==> src/rtl/return_address_stack.sv <==
// return_address_stack: circular-buffer return address stack with checkpoint restore
module return_address_stack #(
  parameter int ADDR_WIDTH = 32,
  parameter int RAS_SIZE = 16,
  parameter int PTR_WIDTH = $clog2(RAS_SIZE),
  parameter int CNT_WIDTH = $clog2(RAS_SIZE + 1)
) (
  input  logic                  clk,
  input  logic                  rst,
  input  logic [ADDR_WIDTH-1:0] bp_ras_addr,
  input  logic                  bp_ras_push,
  input  logic                  bp_ras_pop,
  output logic [ADDR_WIDTH-1:0] ras_bp_addr,
  output logic [PTR_WIDTH-1:0]  ras_cp_wptr,
  output logic [CNT_WIDTH-1:0]  ras_cp_count,
  input  logic                  exbru_ras_restore_valid,
  input  logic [PTR_WIDTH-1:0]  exbru_ras_restore_wptr,
  input  logic [CNT_WIDTH-1:0]  exbru_ras_restore_count
);
  localparam logic [CNT_WIDTH-1:0] FULL = CNT_WIDTH'(RAS_SIZE);
  logic [ADDR_WIDTH-1:0] entry [RAS_SIZE];
  logic [PTR_WIDTH-1:0] wptr, top_ptr;
  logic [CNT_WIDTH-1:0] count;
  logic empty;
  always_comb begin
    top_ptr = wptr - PTR_WIDTH'(1);
    empty = count == '0;
    ras_bp_addr = empty ? '0 : entry[top_ptr];
    ras_cp_wptr = wptr;
    ras_cp_count = count;
  end
  // pop never clears entries, so a restore can re-expose older return addresses
  always_ff @(posedge clk) begin
    if (rst) begin
      wptr <= '0;
      count <= '0;
      for (int i = 0; i < RAS_SIZE; i++) entry[i] <= '0;
    end else if (exbru_ras_restore_valid) begin
      wptr <= exbru_ras_restore_wptr;
      count <= exbru_ras_restore_count > FULL ? FULL : exbru_ras_restore_count;
    end else if (bp_ras_push && bp_ras_pop && !empty) begin
      entry[top_ptr] <= bp_ras_addr;
    end else if (bp_ras_push) begin
      entry[wptr] <= bp_ras_addr;
      wptr <= wptr + PTR_WIDTH'(1);
      if (count != FULL) count <= count + CNT_WIDTH'(1);
    end else if (bp_ras_pop && !empty) begin
      wptr <= top_ptr;
      count <= count - CNT_WIDTH'(1);
    end
  end
endmodule

==> config.mk <==
export PLATFORM = sky130hd
export DESIGN_NAME = return_address_stack
export DESIGN_NICKNAME = d
export VERILOG_FILES = /design/src/rtl/return_address_stack.sv
export SDC_FILE = /design/constraint.sdc
export NUM_CORES = 1
export LEC_CHECK = 0
export CORE_MARGIN = 1
export CORE_UTILIZATION = 65
export DETAILED_ROUTE_END_ITERATION = 10
export PLACE_DENSITY = 0.9
export SYNTH_ARGS = -nofsm -noshare
export SYNTH_HDL_FRONTEND = slang
export SYNTH_SLANG_ARGS = --single-unit
==> constraint.sdc <==
create_clock -name clk -period 7.16 [get_ports clk]
set_clock_uncertainty 0.1 [all_clocks]
set_input_delay 1.432 -clock clk [delete_from_list [all_inputs] [get_ports clk]]
set_output_delay 1.432 -clock clk [all_outputs]
set_load 0.05 [all_outputs]
; ---- Yosys cells after proc, flatten, opt, wreduce, memory -nomap -nowiden
; Memories as Yosys holds them, arrays and structs flattened.
; Cells that the tools add are included.
[totals]
register_bits = 9
ram_bits = 512
inputBits = 46
memories = 1
[classes]
n_addsub = 4
magnitude_cmp = 1
eq_ne = 3
mux = 28
n_reduce_logical = 10
[memory_table]
columns = memory, depth, word_bits, read_ports, rd_clocked_by_memory_dff, write_ports, line
row1 = entry, 16, 32, 1, 0, 16, 21  ; logic [ADDR_WIDTH-1:0] entry [RAS_SIZE];
[op_table]
columns = cell, count
row1 = 2-to-1 mux 32 bit, 3
row2 = OR reduction 32 bit, 2
row3 = 2-to-1 mux 5 bit, 6
row4 = 2-to-1 mux 4 bit, 6
row5 = 2-to-1 mux 1 bit, 13
row6 = adder 5 x 1 -> 5 bit (second input constant), 1
row7 = > comparator 5 bit (second input constant), 1
row8 = zero test 5 bit, 1
row9 = inequality test 5 bit (second input constant), 1
row10 = subtractor 5 x 1 -> 5 bit (second input constant), 1
row11 = adder 4 x 1 -> 4 bit (second input constant), 1
row12 = subtractor 4 x 1 -> 4 bit (second input constant), 1
row13 = logical AND 1 bit, 3
row14 = inequality test 3 x 1 -> 1 bit (second input constant), 1
row15 = AND reduction 3 bit, 1
row16 = nonzero test 3 bit, 1
row17 = inequality test 2 bit (second input constant), 1
row18 = AND reduction 2 bit, 1
row19 = zero test 1 bit, 1

; ---- Depth between registers and ports, before layout
[depth]
word_depth = 10
ltp_mapped = 11
ltp_nobuf = 7

; ---- Worst setup path after synthesis
; No wires, ideal clock.
[synth_timing]
kind = register -> output
from = reg wptr[1] (netlist: ras_cp_wptr[1])
to = out ras_bp_addr[22]
arrival_time_ns = 3.474
t_required_ns = 5.628
setup_slack_ns = 2.154
path_stages_with_launch = 12
n_path_buf = 4
cell_sequence = dfxtp_1 > clkbuf_1 > inv_1 > ha_1 > clkbuf_1 > clkbuf_1 > clkbuf_1 > mux4_2 > nand2_1 > nand2_1 > o21ai_0 > a21oi_1
[synth_between]
elab_chain_cells = 3
[synth_rtl]
columns = item, line
row1 = "start, declared", 22  ; logic [PTR_WIDTH-1:0] wptr, top_ptr;
row2 = "start signal, assigned", 39  ; wptr <= exbru_ras_restore_wptr;
row3 = "start signal, assigned", 45  ; wptr <= wptr + PTR_WIDTH'(1);
row4 = "start signal, assigned", 48  ; wptr <= top_ptr;
row5 = subtractor 4 x 1 -> 4 bit, 26  ; top_ptr = wptr - PTR_WIDTH'(1);
row6 = memory read (16 x 32 bit), -
row7 = 2-to-1 mux 32 bit, 28  ; ras_bp_addr = empty ? '0 : entry[top_ptr];
row8 = "end, declared", 13  ; output logic [ADDR_WIDTH-1:0] ras_bp_addr,
; No other way between the ends.

; ---- Worst setup path in the final report
[layout_timing]
from = reg wptr[1] (netlist: ras_cp_wptr[1])
to = out ras_bp_addr[10]
; Same word-level chain as after synthesis.

==> out/metrics.csv <==
metric,value,unit
dpl cells,2506,
launch point of the worst reg-to-reg path,ras_cp_wptr[1],
routed via count,18200,
Tcrit/Tclk final,86.2,%
vias in the first global route,18700,
capture point of the worst reg-to-reg path,entry[5][25],
DR iter-0 viols,3048,
Critical Path End,ras_bp_addr[10],
grt total ovfl,0,
fin. max-slew vios,0,
worst skew pair latency,0.58,ns
Crit path required time,5.63,ns
outcome,"complete, no violations",
antenna violation net count after detailed routing,0,
Hold Worst Slack,0.476,ns
Mapped Cells,2079,
n_diodes,0,
largest family of logic cells by synthesized area,simple AND/OR/NAND/NOR gates,
dpl ws,1.36,ns
Synth Area in Compound Gates,6.55,%
number of flops mapped to enable cells by yosys,512,
crit-path max FO,40,
I/O pins,87,
Power Internal,5.48,mW
Worst VDD drop,0.273,mV
LEAKAGE,9.20,nW
max_cap viols,0,
Die Y,194,microns
Vias/cell,7.00,
fin area,0.0269,sq mm
layout overhead on the synthesized area,12.4,%
Flop pwr share,44.1,%
R2R setup slack,1.80,ns
Comb power frac,23.6,%
post-layout util,74.8,%
post-synthesis sequential area ratio,65.0,%
Post-synth top cells,"512 x edfxtp_1, 460 x nand2_1, 342 x nor2_1",
# rows,69,
dpl hpwl,38300,microns
starting density of the core,66.6,%
post-CTS sizing,0,
pin count of the biggest net entering global routing,158,
arrival time at the worst endpoint,4.64,ns
Final Power,8.03,mW
final setup vio count,0,
initial antenna violation count,0,
layout cell share with drive strength beyond 1,10.1,%
stages on the worst setup path,8,
Routability Congestion,0.878,
worst slew pin tran,1.24,ns
clock slew at reported path FFs,0.06,ns
mux cell area share after synthesis,6.74,%
Power Density,299,mW/mm^2
clock sinks,521,
max incr delay on CP,0.82,ns
cell mode on critical path,a21oi_1,
critical path's slowest cell,clkdlybuf4s50_1,
Syn Area/Cell,11.5,sq um
post-synthesis simple-gate area fraction,18.1,%
final worst slack,0.991,ns
CTS tree,built,
CP Buf/Inv Count,3,
switching pwr,2.55,mW
FF-to-FF path depth,7,
endpoints failing hold,0,
xor/xnor cell area share of the yosys netlist,0.288,%
Clk pwr share,32.3,%
Worst setup SP type,flip-flop,
hold_buf cts,0,
fin crit period,6.17,ns
ys async rst share,0,%
Worst slew margin,17.4,%
final wirelength,69300,microns
CTS H-Tree Depth,2,
# nets final,2150,
"Cell Area, Synth",0.0239,sq mm
CP endpoint kind,output port,
RSZ-0062 raised after global routing,no,
average routed wire per standard cell,26.7,microns
Clock Root Buffer,clkbuf_16,
Max Freq,0.162,GHz
Synth Register Bits,521,
core area,0.0359,sq mm
WHS Path Cells,2,
drt pass-1 iters,6,
CTS Buf Count,50,
cell family with most CP delay,buffers and inverters,
worst hold path class,reg2reg,
largest cells by area after synthesis,"edfxtp_1 64%, nand2_1 7.2%, mux4_2 6.2%, nor2_1 5.4%, a21oi_1 4.0%",
Most used DFF post-synth,edfxtp_1,
Syn Nets,2131,
sw frac,31.7,%
Max Root-Sink Buffers,3,
Crit. Startpoint,ras_cp_wptr[1],
Synth Area in Adders,0.345,%
Residual DRC,0,
I/O Buffers,86,
non-filler cells in the finished layout,2593,
setup_tns,0,ns
synth warn,0,
Post-CTS Setup Bufs,0,
Setup Crit Path Kind,reg2out,
die width,194,microns
post-synth top area share,64.3,%
Die ar.,0.0376,sq mm
Hold Crit Start,ras_cp_count[2],
Netlist cell types,67,
cell with the most instances after synthesis,edfxtp_1,
"area leader, netlist",edfxtp_1,
first-pass GRT wire length,104000,microns
global-route usage over all layers,37.1,%
crit path cell chain,inv_1 > ha_4 > nand2_1 > buf_4 > a21oi_1 > nor4_1 > a21oi_1 > clkdlybuf4s50_1,
Placed Area,0.0253,sq mm
## tightest hold or removal path: cells and delay by family (launching register included)
kind	cells	cell delay, ns
simple gates	1	0.05
flops	1	0.34
mux	1	0.14
## metal layers
layer / GRT usage, % / routed length (microns) / up-vias / share of wire, %
met2: 61.5 / 33700 / 1822 / 49
met3: 8.16 / 9620 / 367 / 14
met4: 23.6 / 4220 / 0 / 6.1
met5: 0 / 0 / - / 0
met1: 44.4 / 21700 / 8575 / 31
li1: - / - / 7392 / -
## sequential cells by signal (all words and copies together), names as in the netlist
signal / count
entry: 512
ras_cp_count: 5
ras_cp_wptr: 4
## final cells by class
type | instances | area [sq um]
clock buffer | 56 | 1270
clock inverter | 30 | 287
fill | 2085 | 9050
inverter | 10 | 37.5
multi-input combinational | 1389 | 7920
sequential | 521 | 15600
tap | 461 | 577
timing repair buffer | 126 | 1220
## power by group through the flow
stage          combinational (mW)  sequential (mW)  clock (mW)
3_3_place_gp                 1.76             3.59           0
5_1_grt                      1.97             3.55        2.68
4_1_cts                      1.84             3.54        2.57
2_1_floorplan                1.18             3.60           0
6_report                     1.90             3.54        2.59
3_5_place_dp                 1.81             3.60           0
## how the worst min path moves through the flow
stage	to	slack [ns]
finish	ras_cp_count[2]	0.48
global route	ras_cp_count[2]	0.52
CTS	ras_cp_count[2]	0.48
detailed placement	ras_cp_count[2]	0.47
global placement	ras_cp_count[2]	0.46
floorplan	ras_cp_count[2]	0.67
## layout by cell type (no fill, tap or decap), drive strengths merged, types with 8 or more instances in the layout
cell and n:
edfxtp 512, nand2 460, nor2 342, a21oi 192, and2 99, clkdlybuf4s50 86, mux4 66, nor3 60
clkbuf 56, o21ai 40, buf 40, nor4 36, clkinv 23, inv 11, dfxtp 9, mux2i 9
o21bai 8
## kinds of logic (layout without fill, tap and decap cells)
logic type,count (synthesis),count (layout)
adder cells (fa/ha/maj),6,6
XOR/XNOR,7,7
AO/OA/AOI/OAI,278,278
multiplexers,76,76
buffers and inverters,169,222
AND/OR/NAND/NOR,1022,1022
flip-flops,521,521
Power figures use the tool's default switching activity.
